`src/rtl/memoria_principal_wb.sv`:
```
// +--------------------------------------------------------------------------+
// | memoria_principal_wb: 16x8 main memory with latency and write-back FIFO  |
// | Rev 1.0                                                                  |
// +--------------------------------------------------------------------------+
`default_nettype none

module memoria_principal_wb #(
  parameter int LATENCIA  = 3,
  parameter int PROF_WB   = 2,
  parameter int LARG_END  = 4,
  parameter int LARG_DADO = 8
) (
  input  logic                 clock,
  input  logic                 reset,
  input  logic                 rd_req,
  input  logic [LARG_END-1:0]  rd_end,
  output logic                 rd_pronto,
  output logic                 rd_valid,
  output logic [LARG_DADO-1:0] rd_dado,
  input  logic                 wb_req,
  input  logic [LARG_END-1:0]  wb_end,
  input  logic [LARG_DADO-1:0] wb_dado,
  output logic                 wb_ack,
  output logic                 wb_cheio,
  output logic                 ocupado
);

  localparam int C_PROF_MEM = 2 ** LARG_END;
  localparam int C_CNT_W    = (LATENCIA > 1) ? $clog2(LATENCIA) : 1;
  localparam int C_OCUP_W   = $clog2(PROF_WB + 1);
  localparam logic [C_CNT_W-1:0] C_CNT_INI = C_CNT_W'(LATENCIA - 1);

  typedef enum logic [1:0] {
    OCIOSO   = 2'd0,
    LEITURA  = 2'd1,
    RESPOSTA = 2'd2,
    ESCRITA  = 2'd3
  } estado_t;

  estado_t                estado_q, estado_d;
  logic [C_CNT_W-1:0]     cnt_q, cnt_d;
  logic [LARG_END-1:0]    end_q, end_d;
  logic [LARG_DADO-1:0]   rd_dado_q, rd_dado_d;
  logic [C_OCUP_W-1:0]    ocup_q, ocup_d;
  logic [LARG_END-1:0]    buf_end_q  [PROF_WB];
  logic [LARG_END-1:0]    buf_end_d  [PROF_WB];
  logic [LARG_DADO-1:0]   buf_dado_q [PROF_WB];
  logic [LARG_DADO-1:0]   buf_dado_d [PROF_WB];
  logic [LARG_DADO-1:0]   mem_q      [C_PROF_MEM];
  logic [LARG_DADO-1:0]   mem_d      [C_PROF_MEM];

  logic [PROF_WB-1:0]     wb_hit;
  logic [PROF_WB-1:0]     rd_hit;
  logic [LARG_DADO-1:0]   fwd_dado;
  logic [LARG_DADO-1:0]   head_dado;
  logic                   pop;

  // Address lookup over the occupied buffer entries only
  always_comb begin
    wb_hit   = '0;
    rd_hit   = '0;
    fwd_dado = '0;
    for (int i = 0; i < PROF_WB; i++) begin
      if (C_OCUP_W'(i) < ocup_q) begin
        wb_hit[i] = (buf_end_q[i] == wb_end);
        rd_hit[i] = (buf_end_q[i] == rd_end);
        if (buf_end_q[i] == rd_end) fwd_dado = buf_dado_q[i];
      end
    end
  end

  assign wb_cheio  = (ocup_q == C_OCUP_W'(PROF_WB));
  assign wb_ack    = wb_req & ~(wb_cheio & ~(|wb_hit));
  assign rd_pronto = (estado_q == OCIOSO);
  assign rd_valid  = (estado_q == RESPOSTA);
  assign rd_dado   = rd_dado_q;
  assign ocupado   = (estado_q != OCIOSO) || (ocup_q != '0);
  // A coalesce landing on the head in its pop cycle must not be lost
  assign head_dado = (wb_hit[0] && wb_req) ? wb_dado : buf_dado_q[0];

  always_comb begin
    estado_d  = estado_q;
    cnt_d     = cnt_q;
    end_d     = end_q;
    rd_dado_d = rd_dado_q;
    pop       = 1'b0;
    case (estado_q)
      OCIOSO: begin
        if (rd_req && (|rd_hit)) begin
          rd_dado_d = fwd_dado;
          estado_d  = RESPOSTA;
        end else if (rd_req) begin
          end_d    = rd_end;
          cnt_d    = C_CNT_INI;
          estado_d = LEITURA;
        end else if (ocup_q != '0) begin
          cnt_d    = C_CNT_INI;
          estado_d = ESCRITA;
        end
      end
      LEITURA: begin
        if (cnt_q == '0) begin
          rd_dado_d = mem_q[end_q];
          estado_d  = RESPOSTA;
        end else begin
          cnt_d = cnt_q - C_CNT_W'(1);
        end
      end
      RESPOSTA: estado_d = OCIOSO;
      ESCRITA: begin
        if (cnt_q == '0) begin
          pop      = 1'b1;
          estado_d = OCIOSO;
        end else begin
          cnt_d = cnt_q - C_CNT_W'(1);
        end
      end
      default: estado_d = OCIOSO;
    endcase
  end

  // Buffer update order: coalesce, then pop (shift), then push at new tail
  always_comb begin
    buf_end_d  = buf_end_q;
    buf_dado_d = buf_dado_q;
    ocup_d     = ocup_q;
    for (int i = 0; i < PROF_WB; i++) begin
      if (wb_hit[i] && wb_ack) buf_dado_d[i] = wb_dado;
    end
    if (pop) begin
      for (int i = 0; i < PROF_WB - 1; i++) begin
        buf_end_d[i]  = buf_end_d[i+1];
        buf_dado_d[i] = buf_dado_d[i+1];
      end
      ocup_d = ocup_d - C_OCUP_W'(1);
    end
    if (wb_ack && !(|wb_hit)) begin
      for (int i = 0; i < PROF_WB; i++) begin
        if (C_OCUP_W'(i) == ocup_d) begin
          buf_end_d[i]  = wb_end;
          buf_dado_d[i] = wb_dado;
        end
      end
      ocup_d = ocup_d + C_OCUP_W'(1);
    end
  end

  always_comb begin
    mem_d = mem_q;
    if (pop) mem_d[buf_end_q[0]] = head_dado;
  end

  always_ff @(posedge clock) begin
    if (reset) begin
      estado_q  <= OCIOSO;
      cnt_q     <= '0;
      end_q     <= '0;
      rd_dado_q <= '0;
      ocup_q    <= '0;
      for (int i = 0; i < PROF_WB; i++) begin
        buf_end_q[i]  <= '0;
        buf_dado_q[i] <= '0;
      end
      for (int i = 0; i < C_PROF_MEM; i++) begin
        mem_q[i] <= LARG_DADO'(i);
      end
    end else begin
      estado_q   <= estado_d;
      cnt_q      <= cnt_d;
      end_q      <= end_d;
      rd_dado_q  <= rd_dado_d;
      ocup_q     <= ocup_d;
      buf_end_q  <= buf_end_d;
      buf_dado_q <= buf_dado_d;
      mem_q      <= mem_d;
    end
  end

endmodule

`default_nettype wire

```
`config.mk`:
```
export PLATFORM = sky130hd
export DESIGN_NAME = memoria_principal_wb
export DESIGN_NICKNAME = d
export VERILOG_FILES = /design/src/rtl/memoria_principal_wb.sv
export SDC_FILE = /design/constraint.sdc
export NUM_CORES = 1
export LEC_CHECK = 0
export CORE_MARGIN = 5
export CORE_UTILIZATION = 60
export DETAILED_ROUTE_END_ITERATION = 12
export GPL_ROUTABILITY_DRIVEN = 1
export PLACE_DENSITY = 0.77
export SYNTH_ARGS = -nofsm -noshare
export SYNTH_HDL_FRONTEND = slang
export SYNTH_SLANG_ARGS = --single-unit
```
`constraint.sdc`:
```
create_clock -name clock -period 6.1 [get_ports clock]
set_input_delay 1.22 -clock clock [delete_from_list [all_inputs] [get_ports clock]]
set_output_delay 1.22 -clock clock [all_outputs]
set_load 0.02 [all_outputs]
```
==> results.py, run 1 <==
metrics = {
    "outcome": {
        "outcome": "finished, final reports clean",
    },
    "clock_tree": {
        "cts_tree": "yes",
        "root_buffer": "clkbuf_16",
        "cts_hold_buf": 0,
        "clockBufferDepth": 2,
        "cts.sinks": 170,
        "clk_latency_ns": 0.43,
        "htree_num_levels": 4,
        "numCtsBuffers": 17,
        "cts_resized": 0,
        "cts_setup_buffers": 0,
        "path_clk_slew_ns": 0.06,
    },
    "global_routing": {
        "grt_pass1_vias": 6193,
        "gr-total-overflow": 0,
        "grt_max_degree": 95,
        "grt_first_pass_wirelength_um": 32000,
        "antenna_found_initial": 0,
        "grtUsageTotal": 0.251,
    },
    "detailed_routing": {
        "via_count": 6406,
        "wl_per_cell_um": 18.9,
        "wl_um": 19300,
        "met1_length_um": 8450,
        "met2_length_um": 9210,
        "first_pass_iters": 6,
        "highest_layer": "met4",
        "met3_length_um": 1240,
        "ant_nets": 0,
        "drcViolationCount": 0,
        "drt_iter0_drc": 789,
        "viasPerCell": 6.29,
    },
    "timing": {
        "fin_ws_ns": 1.57,
        "max-slew-margin-rel": 0.155,
        "tns_ns": 0,
        "max_freq_mhz": 221,
        "setup_viol": 0,
        "rsz0062_at_grt": "no",
        "hold_violations": 0,
        "layout_min_cycle_time_ns": 4.53,
        "finClkSkew_ns": 0.0106,
        "tightest_slew_ns": 1.25,
        "fin_crit_sh": 0.743,
        "final_max_slew_viol_count": 0,
    },
    "cells_and_area": {
        "antennaDiodeCount": 0,
        "syn_to_final_growth_pct": 11.2,
        "post-route-util": 0.686,
        "drive_gt1_frac": 0.126,
        "final_nets": 859,
        "n_fill_cell": 1043,
        "design_area_um2": 8730,
    },
    "place": {
        "portBuffers": 32,
        "dpl-instance-area_um2": 8150,
        "place_ws_ns": 1.56,
        "routabilityCongestion": 0.879,
        "dp_hpwl_um": 12600,
    },
    "power": {
        "vdd_drop_max_mv": 0.224,
        "p_per_area_nw_per_um2": 391,
        "power.leakage_nw": 2.94,
        "power_mw": 3.42,
    },
    "floorplan": {
        "coreArea_um2": 12700,
        "start_util": 0.617,
        "die_h_um": 124,
        "io-pin-count": 33,
        "die_x_um": 124,
        "rows": 41,
        "die_area_um2": 15500,
    },
    "worst_setup_path": {
        "startpoint_type": "primary input",
        "reg2reg_from": "cnt_q[0]",
        "timing.critical_path.from": "wb_end[0]",
        "path_common_cell": "clkdlybuf4s50_1",
        "critPathCaptureType": "output pin",
        "crit_required_ns": 4.88,
        "critPathBufInv": 2,
        "path_class": "in -> out",
        "path_max_fanout": 5,
        "critPathMaxStageDelay_ns": 0.63,
        "crit_arrival_ns": 3.31,
        "cpMaxStageDelayCell": "clkdlybuf4s50_1",
        "rrSetupSlack_ns": 3.10,
        "rr_endpoint": "buf_dado_q[3]",
        "reg2regPathDepth": 10,
        "cpLargestDelayFamily": "buffers and inverters",
        "crit_chain": "clkdlybuf4s50_1 > xnor2_1 > nand3_1 > or3_1 > a31oi_1 > clkdlybuf4s50_1",
    },
    "yosys": {
        "synth-seq-cells": 170,
        "synth.distinct_cells": 48,
        "syn_nets": 863,
        "yosysSeqAreaShare": 0.434,
        "postSynthCellCount": 837,
        "syn_area_um2": 7850,
        "syn_avg_cell_area_um2": 9.38,
        "yosys_warnings": 0,
    },
    "run": {
        "max-cap-violations": 0,
    },
    "hold_path": {
        "whs_path_depth": 1,
        "min-delay-start": "mem_q[19]",
        "holdPathEnd": "mem_q[19]",
        "hold_path.class": "reg -> reg",
    },
}
[cells in the mapped netlist (all sizes together)]
library cell	count	area [um2]
dfxtp	170	3400
o22ai	8	50.1
or2	24	150
xnor2	13	114
nand2	29	109
a22oi	7	52.6
mux2	9	101
o21ai	14	70.1
o41ai	7	61.3
nand2b	5	31.3
nor2b	15	93.8
nand4	2	18.8
and2	2	12.5
a311oi	5	43.8
mux4	23	518
buf	33	210
a211o	11	96.3
nor3b	1	7.51
or4	1	7.51
a31oi	3	25.0
a211oi	97	728
xor2	5	43.8
ha	6	75.1
nand3b	10	75.1
a21bo	1	10.0
and3	11	68.8
a2111oi	1	8.76
nor2	169	634
nand3	9	45.0
a221oi	18	164
mux2i	31	352
or3	2	12.5
nor3	7	45.0
inv	16	60.1
clkbuf	37	139
a21oi	35	213
[flip-flops by register name (all words and copies together), names as in the netlist]
name        flops
end_q           4
buf_end_q       8
estado_q        2
cnt_q           2
ocup_q          2
rd_dado         8
buf_dado_q     16
mem_q         128
[cells by family after synthesis]
family | after synthesis | synth area share
flip-flops | 170 | 0.434
buffers and inverters | 86 | 0.0521
adder cells (fa/ha/maj) | 6 | 0.00956
XOR/XNOR | 18 | 0.0201
AND/OR/NAND/NOR | 287 | 0.167
AO/OA/AOI/OAI | 207 | 0.194
multiplexers | 63 | 0.124
[metal layers]
metal	vias up	GRT usage
met4	0	0.0999
met3	41	0.0540
li1	3012	-
met5	-	0
met1	3104	0.338
met2	249	0.396
[placed cells by master (no fill, tap or decap), types with 6 or more instances in the layout]
cell type        netlist  routed
clkdlybuf4s50_1        0      31
buf_4                  3      16
nand2_1               29      29
nor2b_1               15      15
nor2_1               169     169
clkbuf_16              0      17
inv_1                 16      16
a211oi_1              97      97
a21oi_1               31      31
nand3_1                9       9
o41ai_1                7       7
mux2i_1               27      27
or2_1                  8       8
o22ai_1                8       8
a221oi_1              17      17
ha_1                   6       6
mux4_2                23      23
and3_1                11      11
a22oi_1                7       7
dfxtp_1              170     169
xnor2_1               13      13
o21ai_0               13      13
a211o_1               11      11
nand3b_1              10      10
or2_2                 16      16
mux2_2                 9       9
[where the power goes]
group          leakage [nW]  switching, mW  internal [mW]
clock network         0.274          0.446          0.627
registers              1.38          0.128           1.21
logic                  1.28          0.620          0.384
[how the worst max path moves through the flow]
stage / endpoint / slack [ns] / depth (start not counted)
floorplan: wb_ack / 2.56 / 5
detailed placement: wb_ack / 1.56 / 6
CTS: wb_ack / 1.56 / 6
global placement: wb_ack / 1.62 / 6
finish: wb_ack / 1.57 / 6
global route: wb_ack / 1.43 / 6
[area by class of cell]
cell class / instances / area, um2 / share of cell area
clock buffers: 23 / 468 / 0.0536
inverters: 16 / 60.1 / 0.00688
clock inverters: 9 / 114 / 0.0130
flip-flops and latches: 170 / 3400 / 0.390
multi-input cells: 581 / 4040 / 0.463
repair buffers: 47 / 430 / 0.0493
well taps: 172 / 215 / 0.0247
[through the flow]
step | hold WS (ns) | instances
global placement | 0.441 | 986
floorplan | 0.430 | 837
CTS | 0.465 | 1018
finish | 0.465 | 1018
global route | 0.480 | 1018
detailed placement | 0.451 | 986
Note: power is estimated with default switching activity, not from simulation.
==> inputs of run 2 (changes only) <==
- CORE_UTILIZATION: 60 -> 55
- PLACE_DENSITY: 0.77 -> 0.74
- clock period: 6.1 -> 4.1 ns (I/O delays scaled with it)
==> results.py, run 2 (synthesis results as in run 1) <==
metrics = {
    "worst_setup_path": {
        "path_common_cell": "clkdlybuf4s50_1",
        "critPathMaxStageDelay_ns": 0.63,
        "critPathCaptureType": "output pin",
        "timing.critical_path.from": "wb_end[1]",
        "crit_required_ns": 3.28,
        "path_max_fanout": 5,
        "crit_chain": "clkdlybuf4s50_1 > xnor2_1 > nand3_1 > or3_1 > a31oi_1 > clkdlybuf4s50_1",
        "path_class": "in -> out",
        "cpLargestDelayFamily": "buffers and inverters",
        "cpMaxStageDelayCell": "clkdlybuf4s50_1",
        "reg2reg_from": "buf_end_q[6]",
        "critPathBufInv": 2,
        "crit_arrival_ns": 2.93,
        "startpoint_type": "primary input",
    },
    "floorplan": {
        "rows": 43,
        "die_x_um": 129,
        "coreArea_um2": 13900,
        "die_h_um": 129,
        "die_area_um2": 16800,
        "io-pin-count": 33,
        "start_util": 0.563,
    },
    "place": {
        "portBuffers": 32,
        "routabilityCongestion": 0.820,
        "dp_hpwl_um": 12400,
        "place_inst": 1001,
    },
    "cells_and_area": {
        "drive_gt1_frac": 0.140,
        "largest_reg_flops": 128,
        "finalNonFillerCells": 1033,
        "top_register": "mem_q",
        "reg.largest.list": "mem_q x128, buf_dado_q x16",
        "syn_to_final_growth_pct": 12.8,
        "final_cell_mix": "nor2_1 (169), dfxtp_1 (169), a211oi_1 (97), a21oi_1 (31), clkdlybuf4s50_1 (31)",
        "antennaDiodeCount": 0,
        "n_fill_cell": 1116,
        "final_nets": 866,
    },
    "clock_tree": {
        "root_buffer": "clkbuf_16",
        "cts_resized": 0,
        "cts_hold_buf": 0,
        "cts_tree": "yes",
        "htree_num_levels": 4,
        "cts.sinks": 170,
        "path_clk_slew_ns": 0.07,
        "clockBufferDepth": 2,
        "clk_latency_ns": 0.43,
        "numCtsBuffers": 17,
        "cts_setup_buffers": 0,
    },
    "global_routing": {
        "grtUsageTotal": 0.232,
        "grt_first_pass_wirelength_um": 31100,
        "grt_max_degree": 125,
        "grt_use_met2": 0.380,
        "gr-total-overflow": 0,
        "antenna_found_initial": 0,
        "grt_use_met1": 0.305,
        "grt_pass1_vias": 6086,
        "use_met3": 0.0499,
        "gr-max-usage-layer": "met2",
    },
    "power": {
        "p_per_area_nw_per_um2": 583,
        "vdd_drop_max_mv": 0.335,
        "power.leakage_nw": 3.00,
    },
    "detailed_routing": {
        "ant_nets": 0,
        "wl_um": 18400,
        "via_count": 6174,
        "first_pass_iters": 5,
        "viasPerCell": 5.98,
        "drcViolationCount": 0,
        "wl_per_cell_um": 17.8,
        "drt_iter0_drc": 411,
    },
    "timing": {
        "finClkSkew_ns": 0.00748,
        "hold_violations": 0,
        "max_freq_mhz": 267,
        "layout_min_cycle_time_ns": 3.75,
        "setup_viol": 0,
        "fin_crit_sh": 0.915,
        "max-slew-margin-rel": 0.254,
        "tightest_slew_ns": 1.12,
        "tns_ns": 0,
        "rsz0062_at_grt": "no",
        "final_max_slew_viol_count": 0,
    },
    "outcome": {
        "outcome": "finished, final reports clean",
    },
    "run": {
        "max-cap-violations": 0,
    },
    "hold_path": {
        "hold_path.class": "reg -> reg",
        "min-delay-start": "mem_q[19]",
    },
}
## run 2: where the power goes
group	total (mW)	switching (mW)	leakage, nW	internal, mW
combinational	1.46	0.864	1.33	0.592
clock	1.68	0.688	0.296	0.987
sequential	2.03	0.231	1.38	1.80
total	5.16	1.78	3.00	3.38
## run 2: path summary, 6_finish.rpt
check,end,slack (ns),cells after the start
max reg2reg,mem_q[46],1.07,6
max,wb_ack,0.35,6
min reg2reg,mem_q[19],0.48,1
min,mem_q[19],0.48,1
## run 2: through the flow
step                      setup WS (ns)   util  hold slack, ns  cell area, um2  total power, mW
after detailed placement          0.354  0.590           0.455            8230             3.50
after floorplan                    1.36      -           0.430            7850             3.13
after global placement            0.401  0.590           0.439            8230             3.45
after global routing              0.217  0.635           0.498            8850             5.43
final                             0.350  0.635           0.477            8850             5.16
after CTS                         0.354  0.635           0.477            8850             5.17
## run 2: cell type report
cell class                 instances  area (um2)  area share
multi-input combinational        581        4040       0.457
sequential                       170        3400       0.385
timing repair buffer              54         495      0.0560
clock buffer                      18         439      0.0496
tap                              180         225      0.0254
clock inverter                    14         185      0.0209
inverter                          16        60.1     0.00678
## run 2: per-layer routing
layer,vias to the layer above,share of wire
met4,0,0.021
met3,29,0.050
met1,2958,0.45
met2,165,0.48
li1,3022,-
met5,-,0
==> inputs of run 3 (changes only) <==
- CAP_MARGIN: not set -> 20
- CTS_CLUSTER_DIAMETER: not set -> 120
- MAX_ROUTING_LAYER: not set -> met4
==> results.py, run 3 (synthesis results as in run 1) <==
metrics = {
    "outcome": {
        "outcome": "finished, final reports clean",
    },
    "power": {
        "swShare": 0.346,
        "p_sw_mw": 1.79,
        "vdd_drop_max_mv": 0.336,
        "cellInternalPower_mw": 3.38,
        "p_clk_frac": 0.324,
        "combPwrFrac": 0.282,
        "p_per_area_nw_per_um2": 583,
        "power.leakage_nw": 3.00,
        "pwr-share-seq": 0.393,
    },
    "timing": {
        "tightest_slew_ns": 1.13,
        "tns_ns": 0,
        "fin_crit_sh": 0.915,
        "max_freq_mhz": 267,
        "setup_viol": 0,
        "rsz0062_at_grt": "no",
        "layout_min_cycle_time_ns": 3.75,
        "hold_violations": 0,
        "final_max_slew_viol_count": 0,
        "max-slew-margin-rel": 0.244,
        "finClkSkew_ns": 0.00706,
    },
    "clock_tree": {
        "cts_resized": 0,
        "htree_num_levels": 4,
        "cts_tree": "yes",
        "clockBufferDepth": 2,
        "cts_setup_buffers": 0,
        "root_buffer": "clkbuf_16",
        "cts_hold_buf": 0,
        "clk_latency_ns": 0.43,
        "path_clk_slew_ns": 0.07,
        "numCtsBuffers": 17,
        "cts.sinks": 170,
    },
    "place": {
        "dp_hpwl_um": 12400,
        "routabilityCongestion": 0.832,
        "portBuffers": 32,
    },
    "cells_and_area": {
        "top_register": "mem_q",
        "final_nets": 866,
        "syn_to_final_growth_pct": 12.8,
        "largest_reg_flops": 128,
        "reg.largest.list": "mem_q x128, buf_dado_q x16",
        "drive_gt1_frac": 0.140,
        "final_cell_mix": "nor2_1 (169), dfxtp_1 (169), a211oi_1 (97), a21oi_1 (31), clkdlybuf4s50_1 (31)",
        "n_fill_cell": 1116,
        "post-route-util": 0.635,
        "antennaDiodeCount": 0,
    },
    "detailed_routing": {
        "viasPerCell": 5.94,
        "drt_iter0_drc": 397,
        "met3_length_um": 852,
        "first_pass_iters": 5,
        "wl_um": 18500,
        "ant_nets": 0,
        "wl_per_cell_um": 17.9,
        "drcViolationCount": 0,
        "met2_length_um": 8810,
        "highest_layer": "met4",
        "met1_length_um": 8420,
        "via_count": 6139,
    },
    "worst_setup_path": {
        "path_class": "in -> out",
        "startpoint_type": "primary input",
        "crit_arrival_ns": 2.93,
        "cpLargestDelayFamily": "buffers and inverters",
        "critPathMaxStageDelay_ns": 0.63,
        "crit_required_ns": 3.28,
        "path_common_cell": "clkdlybuf4s50_1",
        "critPathCaptureType": "output pin",
        "path_max_fanout": 5,
        "crit_chain": "clkdlybuf4s50_1 > xnor2_1 > nand3_1 > or3_1 > a31oi_1 > clkdlybuf4s50_1",
        "critPathBufInv": 2,
        "cpMaxStageDelayCell": "clkdlybuf4s50_1",
    },
    "global_routing": {
        "gr-total-overflow": 0,
        "antenna_found_initial": 0,
        "grt_max_degree": 125,
        "grt_first_pass_wirelength_um": 31100,
        "grt_pass1_vias": 6078,
        "grtUsageTotal": 0.239,
    },
    "floorplan": {
        "die_h_um": 129,
        "die_x_um": 129,
        "die_area_um2": 16800,
        "rows": 43,
        "io-pin-count": 33,
        "start_util": 0.563,
        "coreArea_um2": 13900,
    },
    "run": {
        "max-cap-violations": 0,
    },
    "hold_path": {
        "hold_path.class": "reg -> reg",
    },
}
-- run 3: cell counts in the layout (fill, tap and decap cells not counted) --
Identical to the previous run, type by type.
-- run 3: final timing paths --
path	from	to	slack (ns)	cells after the start
max	wb_end[0]	wb_ack	0.35	6
min	mem_q[19]	mem_q[19]	0.47	1
max reg2reg	buf_end_q[6]	mem_q[46]	1.07	6
min reg2reg	mem_q[19]	mem_q[19]	0.47	1
-- run 3: cell type report --
| cell class | count | area (um2) | share of cell area |
|---|---|---|---|
| Multi-Input combinational cell | 581 | 4040 | 0.457 |
| Timing Repair Buffer | 54 | 495 | 0.0560 |
| Clock inverter | 14 | 185 | 0.0209 |
| Tap cell | 180 | 225 | 0.0254 |
| Inverter | 16 | 60.1 | 0.00678 |
| Sequential cell | 170 | 3400 | 0.385 |
| Clock buffer | 18 | 439 | 0.0496 |
-- run 3: metal layers --
metal | up-vias | track usage
met4 | 0 | 0.0795
met1 | 2934 | 0.306
met2 | 154 | 0.379
met5 | - | -
met3 | 29 | 0.0499
li1 | 3022 | -
-- run 3: power by group through the flow --
stage	Clock, mW	Sequential [mW]	Combinational [mW]
after global routing	1.78	2.06	1.59
after detailed placement	0	2.06	1.44
after CTS	1.70	2.03	1.45
final	1.68	2.03	1.46
after global placement	0	2.05	1.40
after floorplan	0	1.94	1.19
-- run 3: through the flow --
| stage | cell area (um2) | hold WS, ns | instances | worst slack (ns) | total power, mW |
|---|---|---|---|---|---|
| after floorplan | 7850 | 0.430 | 837 | 1.36 | 3.13 |
| after global placement | 8230 | 0.439 | 1001 | 0.401 | 3.45 |
| after detailed placement | 8230 | 0.455 | 1001 | 0.354 | 3.50 |
| after CTS | 8850 | 0.477 | 1033 | 0.354 | 5.17 |
| after global routing | 8850 | 0.498 | 1033 | 0.217 | 5.43 |
| final | 8850 | 0.473 | 1033 | 0.348 | 5.16 |
